<file path="src/rtl/multimode_flip_flop_bank.sv">
`default_nettype none
// ============================================================================
//  Module      : multimode_flip_flop_bank
//  Description : WIDTH-bit register bank whose bits behave as SR, JK, D or T
//                flip-flops, selected at run time by a shared mode input.
//                Reports SR-mode S=R=1 conditions through a one-cycle pulse,
//                a sticky flag and a saturating event counter.
//  Revision    : 1.0 - initial release
// ============================================================================
module multimode_flip_flop_bank #(
   parameter int               WIDTH     = 8,
   parameter logic [WIDTH-1:0] RESET_VAL = '0,
   parameter int               SR_POLICY = 0,
   parameter int               CNT_W     = 8
) (
   input  logic             clk,
   input  logic             rst,
   input  logic             en,
   input  logic [1:0]       mode,
   input  logic [WIDTH-1:0] S,
   input  logic [WIDTH-1:0] R,
   input  logic             clr_err,
   output logic [WIDTH-1:0] Q,
   output logic [WIDTH-1:0] Qn,
   output logic             err_pulse,
   output logic             err_sticky,
   output logic [CNT_W-1:0] err_count
);

   localparam logic [1:0]       c_MODE_SR = 2'b00;
   localparam logic [1:0]       c_MODE_JK = 2'b01;
   localparam logic [1:0]       c_MODE_D  = 2'b10;
   localparam logic [1:0]       c_MODE_T  = 2'b11;
   localparam logic [CNT_W-1:0] c_CNT_MAX = '1;

   logic [WIDTH-1:0] r_q;
   logic             r_err_pulse;
   logic             r_err_sticky;
   logic [CNT_W-1:0] r_err_count;

   logic [WIDTH-1:0] w_sr_set;
   logic [WIDTH-1:0] w_sr_clr;
   logic [WIDTH-1:0] w_q_next;
   logic             w_illegal;

   // SR-mode set/clear masks; the S=R=1 resolution depends on the policy
   generate
      if (SR_POLICY == 1) begin : g_pol_set_wins
         assign w_sr_set = S;
         assign w_sr_clr = R & ~S;
      end else if (SR_POLICY == 2) begin : g_pol_reset_wins
         assign w_sr_set = S & ~R;
         assign w_sr_clr = R;
      end else begin : g_pol_hold
         assign w_sr_set = S & ~R;
         assign w_sr_clr = R & ~S;
      end
   endgenerate

   // An illegal edge is counted once, however many bits have S=R=1
   assign w_illegal = en && (mode == c_MODE_SR) && (|(S & R));

   // Per-bit next state for the currently sampled mode
   always_comb begin
      w_q_next = r_q;
      case (mode)
         c_MODE_SR: w_q_next = (r_q & ~w_sr_clr) | w_sr_set;
         c_MODE_JK: w_q_next = (S & ~r_q) | (~R & r_q);
         c_MODE_D:  w_q_next = S;
         c_MODE_T:  w_q_next = r_q ^ S;
         default:   w_q_next = r_q;
      endcase
   end

   // State register plus error bookkeeping; an event beats a same-edge clear
   always_ff @(posedge clk) begin
      if (rst) begin
         r_q          <= RESET_VAL;
         r_err_pulse  <= 1'b0;
         r_err_sticky <= 1'b0;
         r_err_count  <= '0;
      end else begin
         if (en) begin
            r_q <= w_q_next;
         end
         r_err_pulse <= w_illegal;
         if (w_illegal) begin
            r_err_sticky <= 1'b1;
            if (clr_err) begin
               r_err_count <= {{(CNT_W-1){1'b0}}, 1'b1};
            end else if (r_err_count != c_CNT_MAX) begin
               r_err_count <= r_err_count + 1'b1;
            end
         end else if (clr_err) begin
            r_err_sticky <= 1'b0;
            r_err_count  <= '0;
         end
      end
   end

   assign Q          = r_q;
   assign Qn         = ~r_q;
   assign err_pulse  = r_err_pulse;
   assign err_sticky = r_err_sticky;
   assign err_count  = r_err_count;

endmodule
`default_nettype wire

</file>
<file path="config.mk">
export PLATFORM = sky130hd
export DESIGN_NAME = multimode_flip_flop_bank
export DESIGN_NICKNAME = d
export VERILOG_FILES = /design/src/rtl/multimode_flip_flop_bank.sv
export SDC_FILE = /design/constraint.sdc
export NUM_CORES = 1
export LEC_CHECK = 0
export ABC_CLOCK_PERIOD_IN_PS = 2200
export CELL_PAD_IN_SITES_DETAIL_PLACEMENT = 0
export CELL_PAD_IN_SITES_GLOBAL_PLACEMENT = 1
export CORE_AREA = 2 2 67 69
export CTS_BUF_LIST = sky130_fd_sc_hd__clkbuf_16
export CTS_CLUSTER_SIZE = 20
export DETAILED_ROUTE_END_ITERATION = 10
export DIE_AREA = 0 0 69 71
export PLACE_DENSITY_LB_ADDON = 0.1
export SLEW_MARGIN = 20
export SYNTH_ARGS = -nofsm -noshare
export SYNTH_HDL_FRONTEND = slang
export SYNTH_SLANG_ARGS = --single-unit
</file>
<file path="constraint.sdc">
create_clock -name clk -period 2.2 [get_ports clk]
set_clock_uncertainty 0.05 [all_clocks]
set_input_delay 0.22 -clock clk [delete_from_list [all_inputs] [get_ports clk]]
set_output_delay 0.22 -clock clk [all_outputs]
set_load 0.05 [all_outputs]
</file>
# ---- Word level (Yosys, flattened, before mapping)
# Cells that the tools add are included.
dict set report totals {
  regBits 18
  input_bits 22
  out_inout_bits 26
  word_cells 36
}
dict set report op_classes {
  add_sub_neg 1
  n_eq_ne 4
  n_mux 7
  bitwise_logic 13
  reduce_logical 7
}
# operator count
set op_table {}
lappend op_table {{8-bit bitwise AND} 6}
lappend op_table {{8-bit two-way mux} 4}
lappend op_table {{8-bit NOT} 4}
lappend op_table {{8-bit one-hot mux with 4 select lines} 1}
lappend op_table {{8-bit OR} 2}
lappend op_table {{8-bit by 1-bit adder with 8-bit output (second input constant)} 1}
lappend op_table {{8-bit != test (second input constant)} 1}
lappend op_table {{8-bit OR reduction} 1}
lappend op_table {{8-bit XOR} 1}
lappend op_table {{2-bit equality test (second input constant)} 2}
lappend op_table {{2-bit nonzero test} 2}
lappend op_table {{2-bit by 1-bit equality test with 1-bit output (second input constant)} 1}
lappend op_table {{1-bit logical AND} 2}
lappend op_table {{2-bit logical NOT} 1}
lappend op_table {{1-bit two-way mux} 2}
lappend op_table {{2-bit AND reduction} 1}

# ---- Logic depth before layout (Yosys ltp)
# Gate-level depths: netlist of run 1.
dict set report logic_depth {
  ltp_word 6
  depth_mapped 6
  depth_no_buf 5
}

# ---- Worst setup path after synthesis of run 1
# No wires, ideal clock.
dict set report synth_timing {
  path_kind {register to register}
  from {register r_err_count[0], in the netlist err_count[0]}
  to {register r_err_count[5], in the netlist err_count[5]}
  setup_time_ns 0.070
  arrival_ns 1.760
  t_required_ns 2.080
  slack_ns 0.320
  path_stages_with_launch 6
  path_cell_list {dfxtp_1 -> ha_1 -> nand3_1 -> o2111ai_1 -> or4_1 -> a21oi_1}
}
dict set report synth_via {
  elab_chain_cells 4
  elab_cells_between_ends 7
}
# item line_no
set synth_lines {}
lappend synth_lines {{start: declaration} 39} ;# logic [CNT_W-1:0] r_err_count;
lappend synth_lines {{start signal: assignment} 90} ;# r_err_count <= {{(CNT_W-1){1'b0}}, 1'b1};
lappend synth_lines {{start signal: assignment} 92} ;# r_err_count <= r_err_count + 1'b1;
lappend synth_lines {{8-bit by 1-bit adder with 8-bit output} 92}
lappend synth_lines {{8-bit two-way mux} 91} ;# end else if (r_err_count != c_CNT_MAX) begin
lappend synth_lines {{8-bit two-way mux} 89} ;# if (clr_err) begin
lappend synth_lines {{8-bit two-way mux} 87} ;# if (w_illegal) begin
# Several ways; a longest one is shown, not always the timed one. The select of a mux whose other input is x is not followed.
# A chain may end at the register's enable or synchronous reset.

# ---- Worst setup path after layout of run 1
dict set report layout_timing {
  from {input S[0]}
  to {register r_err_count[7], in the netlist err_count[7]}
}
dict set report layout_via {
  elab_chain_cells 5
  elab_cells_between_ends 6
}
# item line_no
set layout_lines {}
lappend layout_lines {{start: declaration} 20} ;# input logic [WIDTH-1:0] S,
lappend layout_lines {{8-bit bitwise AND (*)} 61} ;# assign w_illegal = en && (mode == c_MODE_SR) && (|(S & R));
lappend layout_lines {{8-bit OR reduction (*)} 61}
lappend layout_lines {{1-bit logical AND (*)} 61}
lappend layout_lines {{2-bit nonzero test (no line)} -}
lappend layout_lines {{2-bit AND reduction (no line)} -}
# Every way passes the cells marked *; elsewhere a longest branch is shown, timed or not.

==> summary.md, run 1 <==
| Metric | Value |
|---|---|
| PD cells | `595 mW/mm²` |
| DRC viols | `0` |
| RSZ-0062 raised after global routing | `false` |
| Simple-gate share of the synthesized area | `25.9%` |
| Antenna Nets Post-Route | `0` |
| Relative slew slack | `61.4%` |
| CP max FO | `10` |
| Largest family of logic cells by synthesized area | `compound AO/OA/AOI/OAI gates` |
| Synth Area in Compound Gates | `31.3%` |
| Fin cells | `253` |
| Overflow after GRT | `0` |
| Htree depth | `1` |
| Root Driver | `clkbuf_16` |
| Synthesized Nets | `175` |
| Vias in the first global route | `1227` |
| Clock-pin slew on the worst setup and hold paths | `0.05 ns` |
| Clk_lat worst skew | `0.25 ns` |
| Crit path kind | `in2reg` |
| Mux contribution to synthesized area | `4.97%` |
| PortBufs | `47` |
| Area Growth Syn to Fin | `50.9%` |
| Final HPWL DP | `2630 µm` |
| Setup violations, final | `0` |
| Crit start category | `input port` |
| Final wirelength | `3530 µm` |
| Row count | `24` |
| Sequential share of the synthesized area | `29.8%` |
| Max_cap viols | `0` |
| Max frequency | `516 MHz` |
| Ys Warns | `0` |
| Inserted Diodes | `0` |
| CTS Buffer Depth | `2` |
| Fraction of layout instances using a drive strength above 1 | `6.47%` |
| Final hold violation count | `0` |
| Max-slew violation count | `0` |
| Fin crit period | `1.94 ns` |
| Placer Congestion | `0.849` |
| Post-Syn Area per Cell | `7.95 µm²` |
| Post-CTS Hold Fix Bufs | `0` |
| Antenna violations before repair | `0` |
| Placed insts | `249` |
| Post_cts resized | `0` |
| Largest net degree at the start of global routing | `25` |
| Post-CTS Repair Setup Buffers | `0` |
| Cells after synthesis | `152` |
| Status | `completed` |
| NumNets Final | `225` |
| CP arrival | `2.06 ns` |
| CTS tree | `built` |
| Worst-Margin Slew | `0.577 ns` |
| Leakage | `0.000663 µW` |
| Sink Count | `18` |
| Core area | `0.00420 mm²` |
| First-pass iteration count of the detailed router | `4` |
| Die Height | `71 µm` |
| Gr usage total | `14.6%` |
| Design Area, Final | `0.00182 mm²` |
| Yosys cell types | `36` |
| Iter 0 DRT Violations | `93` |
| Hold WC Path Type | `reg2reg` |
| Seq cells post-synth | `18` |
| First-pass GRT wire length | `5840 µm` |
| XOR/XNOR share of the synthesized area | `0%` |
| Via count | `1354` |
| Adder-Cell Fraction of Synth Area | `1.04%` |
| Initial core utilization | `28.7%` |
| Full die area | `0.00490 mm²` |
| Die width | `69 µm` |
| Post-place instance area | `0.00175 mm²` |
| Mapped cell area | `0.00121 mm²` |
| Inserted Clock Buffers | `3` |
| Final setup TNS | `0 ns` |
| Vias per Instance | `5.35` |
| Worst vdd rail ir drop | `0.240 mV` |
| Final period util | `88.0%` |
| Setup crit end kind | `flip-flop` |
| I/O Pins | `48` |
| Post-DR wirelength/cell | `14.0 µm` |
| Req. time, crit path | `2.32 ns` |
synth_stat cells, drive strengths merged:
cell / n / area [µm²]
o22ai: 9 / 56.3
or4: 3 / 22.5
o41a: 1 / 12.5
ha: 1 / 12.5
a41oi: 1 / 8.76
and4: 1 / 8.76
a21oi: 9 / 45.0
and3: 2 / 12.5
dfxtp: 18 / 360
inv: 11 / 41.3
nor3b: 1 / 18.8
o41ai: 2 / 36.3
nor2: 11 / 41.3
nand2: 13 / 48.8
nor3: 2 / 10.0
o31ai: 3 / 22.5
or2: 1 / 6.26
o311ai: 1 / 8.76
o2111ai: 1 / 8.76
or2b: 7 / 52.6
a22oi: 1 / 7.51
buf: 4 / 28.8
or3: 1 / 6.26
nand4: 1 / 6.26
a222oi: 7 / 70.1
mux2i: 6 / 60.1
nand2b: 3 / 18.8
clkbuf: 4 / 15.0
o21ai: 12 / 60.1
a31oi: 1 / 6.26
nand3: 2 / 10.0
nor2b: 8 / 50.1
a22o: 4 / 35.0
worst paths after layout:
check / slack (ns) / startpoint / cells after the start / endpoint
worst max register to register: 0.40 / err_count[0] / 5 / err_count[7]
worst min register to register: 0.42 / err_sticky / 2 / err_sticky
worst max-delay path: 0.26 / S[0] / 6 / err_count[7]
worst min-delay path: 0.42 / err_sticky / 2 / err_sticky
flip-flops by register name, summed over array words and instances, names as in the netlist:
signal / count
err_sticky: 1
Q: 8
err_pulse: 1
err_count: 8
kinds of logic (layout without fill, tap and decap cells):
logic type / after synthesis / count (layout)
AO/OA/AOI/OAI: 52 / 52
adder cells (fa/ha/maj): 1 / 1
buffers and inverters: 19 / 68
flip-flops: 18 / 18
multiplexers: 6 / 6
AND/OR/NAND/NOR: 56 / 56
stage by stage:
step / hold slack, ns / utilization (%) / setup WS, ns / total power, µW
finish: 0.424 / 43.4 / 0.263 / 1090
global route: 0.462 / 43.4 / 0.154 / 1130
CTS: 0.432 / 43.4 / 0.286 / 1100
detailed placement: 0.424 / 41.5 / 0.0336 / 725
global placement: 0.440 / 41.5 / 0.0756 / 721
floorplan: 0.239 / - / 0.320 / 589
per-layer routing:
layer	vias up	share of wire, %	wire (µm)	global-route usage, %
li1	668	-	-	-
met1	639	45	1610	19.1
met2	42	47	1660	23.5
met3	5	6.2	218	3.56
met4	0	1.4	49	4.79
met5	-	0	0	0
layout make-up:
type,instances,area [µm²]
fill,422,2380
tap,52,65.1
timing repair buffer,53,515
sequential,18,360
clock inverter,1,3.75
inverter,11,41.3
multi-input combinational,115,763
clock buffer,3,75.1
critical path, cell delays in order:
cell and delay, ns:
clkdlybuf4s50_1 0.46, a22o_1 0.31, o41ai_4 0.63, buf_4 0.23, o31ai_1 0.07, a21oi_1 0.15
where the power goes:
group,total [µW],switching [µW],internal [µW]
Sequential,362,18.7,343
Clock,368,126,242
Combinational,356,209,147
Total,1090,354,732
cell usage in the layout, fill, tap and decap left out, types with 2 or more instances in the layout:
master and n:
mux2i_1 6, nand2b_1 3, clkdlybuf4s50_1 47, clkbuf_16 3, nor2_1 11, nand3_1 2, or4_1 3, buf_4 6
a22o_1 4, o31ai_1 3, a222oi_1 7, nand2_1 13, a21oi_1 9, o21ai_0 12, dfxtp_1 18, and3_1 2
inv_1 11, nor3_1 2, o22ai_1 9, or2b_1 7, nor2b_1 8
Power figures use the tool's default switching activity.
==> inputs of run 2 (changes only) <==
--- a/constraint.sdc
+++ b/constraint.sdc
@@ -3,3 +3,3 @@
 set_input_delay 0.22 -clock clk [delete_from_list [all_inputs] [get_ports clk]]
 set_output_delay 0.22 -clock clk [all_outputs]
-set_load 0.05 [all_outputs]
+set_load 0.02 [all_outputs]
==> results of run 2 <==
The final DEF is identical to that of run 1. Status: completed.
Among the figures that moved: total power 1090 µW -> 1020 µW; worst IR drop on VDD 0.240 mV -> 0.235 mV
